File: config.mk
export PLATFORM = sky130hd
export DESIGN_NAME = ahb_resp_mux
export DESIGN_NICKNAME = d
export VERILOG_FILES = /design/src/rtl/ahb_resp_mux.sv
export SDC_FILE = /design/constraint.sdc
export NUM_CORES = 1
export LEC_CHECK = 0
export ABC_AREA = 1
export CORE_AREA = 2 2 265 267
export DETAILED_ROUTE_END_ITERATION = 8
export DIE_AREA = 0 0 267 269
export GPL_ROUTABILITY_DRIVEN = 0
export PLACE_DENSITY = 0.44
export SYNTH_ARGS = -nofsm -noshare
export SYNTH_HDL_FRONTEND = slang
export SYNTH_SLANG_ARGS = --single-unit
File: constraint.sdc
create_clock -name HCLK -period 1.6 [get_ports HCLK]
set_input_delay 0.32 -clock HCLK [delete_from_list [all_inputs] [get_ports HCLK]]
set_output_delay 0.32 -clock HCLK [all_outputs]
set_load 0.01 [all_outputs]
File: src/rtl/ahb_resp_mux.sv
// AHB slave-to-master response multiplexer with built-in default slave that
// returns a two-cycle ERROR for unmapped transfers. AHB_DECERR_LOG_EN adds a sticky decode-error address log.
module ahb_resp_mux (
   input  logic        HCLK,
   input  logic        HRESET,
   input  logic [8:0]  HSEL,
   input  logic [1:0]  HTRANS,
   input  logic [35:0] HADDR,
   input  logic [63:0] HRDATA_S0,
   input  logic [63:0] HRDATA_S1,
   input  logic [63:0] HRDATA_S2,
   input  logic [63:0] HRDATA_S3,
   input  logic [63:0] HRDATA_S4,
   input  logic [63:0] HRDATA_S5,
   input  logic [63:0] HRDATA_S6,
   input  logic [63:0] HRDATA_S7,
   input  logic        HREADYOUT_S0,
   input  logic        HREADYOUT_S1,
   input  logic        HREADYOUT_S2,
   input  logic        HREADYOUT_S3,
   input  logic        HREADYOUT_S4,
   input  logic        HREADYOUT_S5,
   input  logic        HREADYOUT_S6,
   input  logic        HREADYOUT_S7,
   input  logic        HRESP_S0,
   input  logic        HRESP_S1,
   input  logic        HRESP_S2,
   input  logic        HRESP_S3,
   input  logic        HRESP_S4,
   input  logic        HRESP_S5,
   input  logic        HRESP_S6,
   input  logic        HRESP_S7,
   output logic [63:0] HRDATA,
   output logic        HREADY,
   output logic        HRESP,
   output logic [35:0] ERR_ADDR,
   output logic        ERR_VALID,
   input  logic        ERR_CLR
);

   localparam logic [3:0] SEL_DEF = 4'd8;

   typedef enum logic [1:0] {D_IDLE, D_ERR1, D_ERR2} dstate_t;

   dstate_t     r_state, w_state_nxt;
   logic [3:0]  r_sel_q;
   logic [3:0]  w_sel_res;
   logic        w_err_start;
   logic [63:0] w_rdata [8];
   logic [7:0]  w_rdy;
   logic [7:0]  w_resp;

   assign w_rdata[0] = HRDATA_S0;
   assign w_rdata[1] = HRDATA_S1;
   assign w_rdata[2] = HRDATA_S2;
   assign w_rdata[3] = HRDATA_S3;
   assign w_rdata[4] = HRDATA_S4;
   assign w_rdata[5] = HRDATA_S5;
   assign w_rdata[6] = HRDATA_S6;
   assign w_rdata[7] = HRDATA_S7;
   assign w_rdy  = {HREADYOUT_S7, HREADYOUT_S6, HREADYOUT_S5, HREADYOUT_S4,
                    HREADYOUT_S3, HREADYOUT_S2, HREADYOUT_S1, HREADYOUT_S0};
   assign w_resp = {HRESP_S7, HRESP_S6, HRESP_S5, HRESP_S4,
                    HRESP_S3, HRESP_S2, HRESP_S1, HRESP_S0};

   // Lowest set bit among slaves 0..7 wins; bit 8 alone or no bit maps to the default slave.
   always_comb begin
      w_sel_res = SEL_DEF;
      for (int i = 7; i >= 0; i--) begin
         if (HSEL[i]) w_sel_res = 4'(i);
      end
   end

   always_ff @(posedge HCLK) begin
      if (HRESET) r_sel_q <= SEL_DEF;
      else if (HREADY) r_sel_q <= w_sel_res;
   end

   assign w_err_start = HREADY && (w_sel_res == SEL_DEF) && HTRANS[1];

   always_ff @(posedge HCLK) begin
      if (HRESET) r_state <= D_IDLE;
      else r_state <= w_state_nxt;
   end

   always_comb begin
      w_state_nxt = r_state;
      case (r_state)
         D_IDLE:  if (w_err_start) w_state_nxt = D_ERR1;
         D_ERR1:  w_state_nxt = D_ERR2;
         D_ERR2:  w_state_nxt = w_err_start ? D_ERR1 : D_IDLE;
         default: w_state_nxt = D_IDLE;
      endcase
   end

   // Data phase response: addressed slave passes straight through, else the default slave.
   always_comb begin
      HRDATA = '0;
      HREADY = 1'b1;
      HRESP  = 1'b0;
      if (r_sel_q != SEL_DEF) begin
         HRDATA = w_rdata[r_sel_q[2:0]];
         HREADY = w_rdy[r_sel_q[2:0]];
         HRESP  = w_resp[r_sel_q[2:0]];
      end else begin
         case (r_state)
            D_ERR1: begin
               HREADY = 1'b0;
               HRESP  = 1'b1;
            end
            D_ERR2: HRESP = 1'b1;
            default: ;
         endcase
      end
   end

`ifdef AHB_DECERR_LOG_EN
   logic [35:0] r_addr_q;
   logic [35:0] r_err_addr;
   logic        r_err_valid;

   always_ff @(posedge HCLK) begin
      if (HRESET) r_addr_q <= '0;
      else if (HREADY) r_addr_q <= HADDR;
   end

   // Capture during the first error cycle; a clear in the same cycle re-arms the capture.
   always_ff @(posedge HCLK) begin
      if (HRESET) begin
         r_err_addr  <= '0;
         r_err_valid <= 1'b0;
      end else if ((r_state == D_ERR1) && (!r_err_valid || ERR_CLR)) begin
         r_err_addr  <= r_addr_q;
         r_err_valid <= 1'b1;
      end else if (ERR_CLR) begin
         r_err_addr  <= '0;
         r_err_valid <= 1'b0;
      end
   end

   assign ERR_ADDR  = r_err_addr;
   assign ERR_VALID = r_err_valid;
`else
   logic w_unused;
   assign w_unused  = ^{ERR_CLR, HADDR};
   assign ERR_ADDR  = '0;
   assign ERR_VALID = 1'b0;
`endif

endmodule

==> impl_metrics.yaml <==
worst_setup_path:
  cp.arrival_ns: 1.92
  r2r_cells: 11
  critPathCaptureType: "output port"
  setup.worst_path.class: "flop to output port"
  r2r_start: "r_sel_q[0]"
  startpoint_type: "flop"
  r2r_end: "r_state[0]"
  crit_fanout: 7
  worst_ep_required_time_ns: 1.28
  r2r_slack_ns: -0.34
yosys:
  yosys_warnings: 0
  synth_top_area_share_pct: 28.0
  ys_seq_elements: 6
  yosys.area.top_type: "nor2_1"
  synth_area_per_cell_sq_um: 4.86
  syn_inst: 1097
  syn_area_sq_um: 5330
  ys_top_cells_by_area: "nor2_1 (28%), o21ai_0 (27%), o22ai_1 (7.7%), a31oi_1 (7.6%), buf_4 (6.9%)"
  ys_seq_area_share_pct: 2.25
  synth.distinct_cells: 25
sta:
  fmax_mhz: 447
  hold_violations: 0
  finalCriticalPeriod_ns: 2.24
  grt_setup_unrepaired: "yes"
  timing.final.ws_setup_ns: -0.636
  period_share_pct: 140
  final.setup_skew_ns: 0.00322
  finalSetupTns_ns: -38.13
  drv_slew: 0
  finalSetupViolCount: 72
global_routing:
  use_met2_pct: 27.5
  grt_pass1_wl_um: 79800
  grt.busiest_layer: "met2"
  grt.total_usage_pct: 15.5
  antenna_found_initial: 31
  grtUsageMet1_pct: 18.3
  grt_overflow: 0
  grtUsageMet3_pct: 4.14
  grt_pass1_vias: 11079
  grt_max_degree: 34
outcome:
  outcome: "finished with violations"
  violations: "setup timing"
pwr:
  irDropWorstVdd_mv: 0.523
  power.leakage_nw: 6.18
  p_per_area_nw_per_um2: 1230
placed_design:
  dp_hpwl_um: 45500
  portBuffers: 604
  pre_cts_ws_ns: -1.10
  dpl-instance-area_sq_um: 13300
  dpl.cell_count: 2668
worst_hold_path:
  holdPathStages: 2
  min_to: "r_state[0]"
  hp-start: "r_state[0]"
  hp-class: "flop to flop"
final_layout:
  fin_cells: 2774
  num-fill-cells: 7732
  fin_area_sq_um: 15700
  drive_gt1_share_pct: 26.2
  num-nets-final: 2410
  final_util_pct: 22.7
  syn_to_final_growth_pct: 195
routing:
  drc_errors: 0
  final_antenna_net_count: 0
  wire_per_inst_um: 22.0
  vias: 11125
  dr.pass1.iters: 5
  drt_wl_total_um: 61000
  viasPerCell: 4.01
  detail_route.iter0.violations: 620
floorplan:
  die_h_um: 269
  core_sq_um: 69300
  die_x_um: 267
  die_area_sq_um: 71800
  initial_core_util_pct: 7.69
  num_rows: 97
  ioPinCount: 681
clock_network:
  cts.sinks: 6
  ctsHtreeMaxLevel: 1
  cts_buffers: 3
  clock_latency_ns: 0.23
  path_clk_slew_ns: 0.04
  root_buffer: "clkbuf_16"
  cts_tree: "built"
  clk_path_buf_depth: 2
run:
  maxCapViolations: 0
## worst max-delay path, cell delays in order (launching register included)
cell and delay [ns]:
dfxtp_4 0.38, buf_12 0.18, clkinv_16 0.10, buf_12 0.16
buf_12 0.14, buf_8 0.14, o21ai_4 0.14, o22ai_2 0.09
o21ai_1 0.14, a31oi_1 0.05, buf_2 0.15
## routing by layer
metal	vias up	wire [um]
li1	5218	-
met1	5108	24500
met2	669	29200
met3	106	5150
met4	24	1900
met5	-	151
## how the worst max path moves through the flow
stage,start,endpoint,cells after the start
3_5_place_dp,r_sel_q[0],HRDATA[30],8
5_1_grt,r_sel_q[0],HRDATA[25],10
6_report,r_sel_q[0],HRDATA[25],10
2_1_floorplan,r_sel_q[0],HRDATA[10],9
4_1_cts,r_sel_q[0],HRDATA[27],10
3_3_place_gp,HRDATA_S6[30],HRDATA[30],7
## cells in the mapped netlist
cell type,n
nand3_1,16
buf_2,30
nand2_1,32
conb_1,1
nand3_4,1
ha_1,4
nand2_4,1
nand4_1,4
dfxtp_1,6
inv_1,21
o21ai_0,292
nor2_1,398
buf_1,3
buf_4,49
or2_4,1
o22ai_1,66
clkbuf_1,55
inv_2,3
clkbuf_2,4
a211oi_1,1
buf_6,5
nor2_8,1
a31oi_1,65
o21ai_1,33
a21oi_1,5
## power breakdown
part | switching, mW | internal [mW]
clock network | 0.0950 | 0.331
logic | 9.28 | 9.41
registers | 0.0736 | 0.194
total | 9.45 | 9.93
## layout by cell type, fill, tap and decap left out, types with 35 or more instances in the layout
master / n
clkdlybuf4s50_1: 538
nor2_1: 340
o21ai_0: 131
o21ai_1: 131
buf_4: 110
a31oi_1: 60
buf_2: 60
o21ai_2: 55
buf_12: 44
nor2_2: 39
o22ai_1: 39
conb_1: 37
buf_6: 35
## kinds of logic (layout without fill, tap and decap cells)
group / Yosys count / after routing / synth area share, %
AO/OA/AOI/OAI: 462 / 462 / 46.5
adder cells (fa/ha/maj): 4 / 4 / 0.939
buffers and inverters: 170 / 864 / 16.9
flip-flops: 6 / 6 / 2.25
other: 1 / 44 / 0.0703
AND/OR/NAND/NOR: 454 / 454 / 33.3
## sequential cells by signal (all words and copies together) (netlist names)
signal   cells
r_sel_q      4
r_state      2
## cell type report
type,instances,area (sq um),share of cell area [%]
multi-input combinational,957,5290,33.6
clock buffer,4,78.8,0.501
tap,940,1180,7.48
timing repair inverter,1,20.0,0.127
antenna,7,17.5,0.111
timing repair buffer,835,8900,56.6
sequential,6,128,0.811
inverter,24,121,0.771
## what timing repair did
action | CTS | global route
hold buffers | 0 | 0
setup buffers | 49 | 24
pin swaps | 77 | 97
gates resized for setup | 548 | 190
cloned | 27 | 7
endpoints found under the setup margin | 72 | 72
## through the flow
stage	power, mW	hold WS, ns
global placement	14.4	0.518
floorplan	6.80	0.389
global route	20.9	0.562
finish	19.4	0.512
CTS	18.3	0.515
detailed placement	14.3	0.526
Note: power is estimated with default switching activity, not from simulation.
